==> src/rtl/mux_arb_n.sv <==
// N-input, W-bit selector with a registered valid/ready output stage.
// The grant comes from an explicit select, fixed priority or round-robin.
module mux_arb_n #(
  parameter int W    = 5,
  parameter int N    = 4,
  parameter int MODE = 0,
  parameter int SW   = $clog2(N)
) (
  input  logic           clk,
  input  logic           rst,
  input  logic [N*W-1:0] in_data,
  input  logic [N-1:0]   in_valid,
  output logic [N-1:0]   in_ready,
  input  logic [SW-1:0]  sel,
  output logic [W-1:0]   out_data,
  output logic [SW-1:0]  out_src,
  output logic           out_valid,
  input  logic           out_ready
);

  logic          load;
  logic          sel_vld, pri_vld, rr_vld;
  logic [SW-1:0] sel_gnt, pri_gnt, rr_gnt;
  logic          gnt_vld_p0;
  logic [SW-1:0] gnt_p0;
  logic [SW-1:0] ptr;
  logic [W-1:0]  data_p1;
  logic [SW-1:0] src_p1;
  logic          vld_p1;

  assign load = !vld_p1 || out_ready;

  // Explicit select: an out-of-range sel matches no channel.
  always_comb begin
    sel_vld = 1'b0;
    sel_gnt = '0;
    for (int i = 0; i < N; i++) begin
      if (sel == SW'(i) && in_valid[i]) begin
        sel_vld = 1'b1;
        sel_gnt = SW'(i);
      end
    end
  end

  always_comb begin
    pri_vld = 1'b0;
    pri_gnt = '0;
    for (int i = N - 1; i >= 0; i--) begin
      if (in_valid[i]) begin
        pri_vld = 1'b1;
        pri_gnt = SW'(i);
      end
    end
  end

  // Round-robin: search from ptr+1 upward modulo N; later loop passes win,
  // so the k=1 candidate (just after the last grant) has highest priority.
  always_comb begin
    rr_vld = 1'b0;
    rr_gnt = '0;
    for (int k = N; k >= 1; k--) begin
      for (int i = 0; i < N; i++) begin
        if (i == (int'(ptr) + k) % N && in_valid[i]) begin
          rr_vld = 1'b1;
          rr_gnt = SW'(i);
        end
      end
    end
  end

  always_comb begin
    case (MODE)
      0:       begin gnt_vld_p0 = sel_vld; gnt_p0 = sel_gnt; end
      1:       begin gnt_vld_p0 = pri_vld; gnt_p0 = pri_gnt; end
      default: begin gnt_vld_p0 = rr_vld;  gnt_p0 = rr_gnt;  end
    endcase
  end

  always_comb begin
    for (int i = 0; i < N; i++) begin
      in_ready[i] = load && gnt_vld_p0 && (gnt_p0 == SW'(i));
    end
  end

  // p0 -> p1: output register, loaded on transfer, drained when idle.
  always_ff @(posedge clk) begin
    if (rst) begin
      vld_p1  <= 1'b0;
      data_p1 <= '0;
      src_p1  <= '0;
      ptr     <= SW'(N - 1);
    end else if (load) begin
      if (gnt_vld_p0) begin
        vld_p1  <= 1'b1;
        data_p1 <= in_data[int'(gnt_p0)*W +: W];
        src_p1  <= gnt_p0;
        if (MODE == 2) ptr <= gnt_p0;
      end else begin
        vld_p1 <= 1'b0;
      end
    end
  end

  assign out_data  = data_p1;
  assign out_src   = src_p1;
  assign out_valid = vld_p1;

endmodule

==> config.mk <==
export PLATFORM = sky130hd
export DESIGN_NAME = mux_arb_n
export DESIGN_NICKNAME = d
export VERILOG_FILES = /design/src/rtl/mux_arb_n.sv
export SDC_FILE = /design/constraint.sdc
export NUM_CORES = 1
export LEC_CHECK = 0
export BUFFER_PORTS_ARGS = -buffer_cell sky130_fd_sc_hd__buf_2
export CAP_MARGIN = 30
export CORE_MARGIN = 2
export CORE_UTILIZATION = 35
export CTS_CLUSTER_SIZE = 25
export DETAILED_ROUTE_END_ITERATION = 6
export GPL_ROUTABILITY_DRIVEN = 0
export GPL_TIMING_DRIVEN = 0
export HOLD_SLACK_MARGIN = 0.05
export PLACE_DENSITY = 0.8
export SETUP_SLACK_MARGIN = 0.3
export SLEW_MARGIN = 20
export SYNTH_ARGS = -nofsm -noshare
export SYNTH_HDL_FRONTEND = slang
export SYNTH_SLANG_ARGS = --single-unit
==> constraint.sdc <==
create_clock -name clk -period 1.5 [get_ports clk]
set_input_delay 0.15 -clock clk [delete_from_list [all_inputs] [get_ports clk]]
set_output_delay 0.15 -clock clk [all_outputs]
set_load 0.005 [all_outputs]
==> impl_results.md <==
- Run status: complete, but fails checks
- Violated checks: negative setup slack
- Synth area leader: dfxtp_1
- Worst path max stage delay: ~0.36 ns
- CP max FO: 5
- DR iter-0 viols: 1
- Largest net degree at the start of global routing: 11
- CTS tree: done
- Measured slew at the worst slew-check pin: 0.206 ns
- Sequential area share after synthesis: 27.5%
- Post-Synth Simple-Gate Area: between 20 and 25%
- DRT antenna net count: 0
- Pwr Density: roughly 670 nW/um2
- Synth area leaders: dfxtp_1, mux2i_1, buf_6, nand4b_1, o221ai_1
- Leakage Power: 0.497 nW
- Post-Syn Area: ~580 um2
- Max Clock Skew: about 0.0021 ns
- Overflow after GRT: 0
- Critical Path Start Type: flop
- Worst Path Required: 1.68 ns
- DIE HEIGHT: around 45 um
- Drt wl/cell: between 10 and 15 um
- DRC viols: 0
- Layout fillers: about 140
- Kind of critical path: reg -> reg
- CTS Buf Count: 3
- Global-route wire length before repair: 2730 um
- Asr flop ratio synth: 0%
- Area grow syn2layout: 68.2%
- Syn avg cell area: roughly 10 um2
- Maximum vdd drop: approximately 440 uV
- Core footprint: roughly 1500 um2
- Dpl cells: about 110
- Post-synthesis mux area share: a little under a quarter
- Port bufs: 37
- Post-synth cell types: 22
- Synth Warn #: 0
- Clock Tree Root: clkbuf_4
- Starting Density: between 30% and 40%
- Die Footprint: 2000 um2
- Layout Nets: 139
- Post-synthesis adder-cell area fraction: 0%
- Pre-CTS setup slack: -0.135 ns
- Clock Pin Slew Worst Setup and Hold Paths: roughly 0.05 ns
- Fin crit share: 104%
- Final HPWL DP: ~1100 um
- Site Rows: 14
- Achievable frequency: 639 MHz
- H-Tree Depth: 1
- Non-filler cells, final: between 100 and 150
- Final hold vios: 0
- Hold path depth: 3
- Final setup violating endpoints: 6
- Critical Path AT: about 1.8 ns
- Synth Area in Compound Gates: between 15 and 20%
- Flops & latches, synth: 8
- Clock Tree Buf Depth: 2
- Setup ws final: -0.0655 ns
- Slew margin rel.: roughly 86%
- Grt met2 use: between 30 and 40%
- Ant diodes: 0
- CP Capture Type: flop
- Fin. max-slew vios: 0
- Top FF cell, synth: dfxtp_1
- Boundary Pins: slightly above 40
- Post-layout min period: roughly 1.6 ns
- Initial antenna violation count: 0
- Synth Instances: 59
- Sink Count: 8
- RSZ-0062 raised after global routing: true
- EDFF count, synth: 0
- Synth top cells by count: mux2i_1, dfxtp_1, nand4b_1, o221ai_1, buf_6
- HP Class: in -> reg
- Reg2Reg Depth: 5
- CP max stage cell: or3_4
- Yosys top cell area share: between 20 and 30%
- Via Count: 676
- Drt via density: around 5.5
- Max-cap violations: 0
- CP cell instances: and2b_4, or3_4, buf_6, a211o_4, o221ai_2
- Drt total wl: 1770 um
- Net count after synthesis: between 80 and 90
- Global-route met1 utilization: a little under a fifth
- Worst-Skew Late Latency: 0.26 ns
- Met3 Usage GRT: 2.80%
- 1st-pass router iterations: 3
- Ratio of cells with drive above 1 in the final layout: a little under three quarters
- Vias in the first global route: between 600 and 700
- Gr usage total: a little under a fifth
- Gr busiest metal: met2
- Most frequent cell after synthesis: mux2i_1
- Xor and xnor area share after synthesis: 0%
- Die span in x: between 40 and 50 um
- Largest family of logic cells by synthesized area: simple AND/OR/NAND/NOR gates
-- area by class of cell --
cell class	count	area (um2)	share of cell area, %
Multi-Input combinational cell	45	450	46.0
Buffer	6	60.1	6.14
Tap cell	16	20.0	2.05
Clock buffer	3	22.5	2.30
Timing Repair Buffer	46	264	27.0
Sequential cell	8	161	16.5
-- worst max-delay path, delay by kind of cell (launching register included) --
family / cells / cell delay, ns
AOI/OAI and AO/OA: 2 / 0.53
and+or+nand+nor: 2 / 0.51
DFF: 1 / 0.31
buffers and inverters: 1 / 0.14
-- sequential cells by signal (all words and copies together) (netlist names) --
name,flops
out_valid,1
out_src,2
out_data,5
-- report_power, final --
part / internal (mW) / total [mW] / switching, mW / leakage [nW]
Sequential: 0.233 / 0.242 / 0.00926 / 0.0661
Clock: 0.0919 / 0.171 / 0.0786 / 0.0138
Combinational: 0.136 / 0.243 / 0.107 / 0.417
Total: 0.460 / 0.655 / 0.195 / 0.497
-- routing by layer --
| layer | wire [um] | share of wire (%) |
|---|---|---|
| met5 | 0 | 0 |
| met4 | 38 | 2.1 |
| met3 | 139 | 7.9 |
| met2 | 901 | 51 |
| met1 | 690 | 39 |
-- repair_timing --
action | in CTS | in global routing
endpoints found under the setup margin | 9 | 11
hold buffers | 0 | 0
setup buffers | 5 | 4
pin swaps | 5 | 6
resized for setup | 11 | 7
-- cell families (layout without fill, tap and decap cells) --
kind of cell | after synthesis | after routing
muxes | 13 | 13
DFF | 8 | 8
and+or+nand+nor | 21 | 21
AOI/OAI and AO/OA | 11 | 11
buffers and inverters | 6 | 55
-- cell usage in the layout, fill, tap and decap left out --
| master | Yosys | final |
|---|---|---|
| nor3_2 | 0 | 1 |
| clkbuf_4 | 0 | 3 |
| buf_4 | 0 | 6 |
| or3_4 | 0 | 1 |
| nand2_1 | 3 | 3 |
| mux2i_1 | 11 | 11 |
| dfxtp_2 | 0 | 1 |
| buf_2 | 0 | 37 |
| nand3_1 | 3 | 1 |
| dfxtp_1 | 8 | 7 |
| o221ai_2 | 0 | 5 |
| mux2_2 | 2 | 2 |
| and2b_4 | 1 | 1 |
| a21oi_1 | 3 | 1 |
| clkbuf_2 | 1 | 1 |
| buf_6 | 4 | 7 |
| nand3_4 | 0 | 1 |
| and4_2 | 1 | 1 |
| nor2_1 | 3 | 3 |
| a21oi_2 | 0 | 2 |
| a211o_4 | 1 | 2 |
| nor4b_2 | 0 | 1 |
| nand3_2 | 0 | 1 |
| nand2b_4 | 0 | 1 |
| and2_2 | 1 | 1 |
| clkdlybuf4s25_2 | 1 | 1 |
| nand4b_1 | 5 | 5 |
| a21o_2 | 1 | 1 |
-- path summary, 6_finish.rpt --
check | start | end | slack, ns
max | out_valid$_SDFFE_PP0P_ | out_data[2]$_SDFFE_PP0P_ | -0.07
min | in_data[15] | out_data[0]$_SDFFE_PP0P_ | 0.20
max reg2reg | out_valid$_SDFFE_PP0P_ | out_data[2]$_SDFFE_PP0P_ | -0.07
min reg2reg | out_src[1]$_SDFFE_PP0P_ | out_src[1]$_SDFFE_PP0P_ | 0.48
-- stage by stage --
step / hold slack [ns] / power (mW) / setup TNS (ns) / instance area, um2 / utilization, %
after floorplan: 0.368 / 0.354 / -0.218 / 583 / -
after global placement: 0.458 / 0.421 / -0.464 / 788 / 51.7
after detailed placement: 0.459 / 0.427 / -0.597 / 788 / 51.7
after CTS: 0.205 / 0.628 / -0.366 / 915 / 60.0
after global routing: 0.221 / 0.693 / -0.533 / 978 / 64.2
final: 0.202 / 0.655 / -0.331 / 978 / 64.2
(Power assumes the default switching activity.)
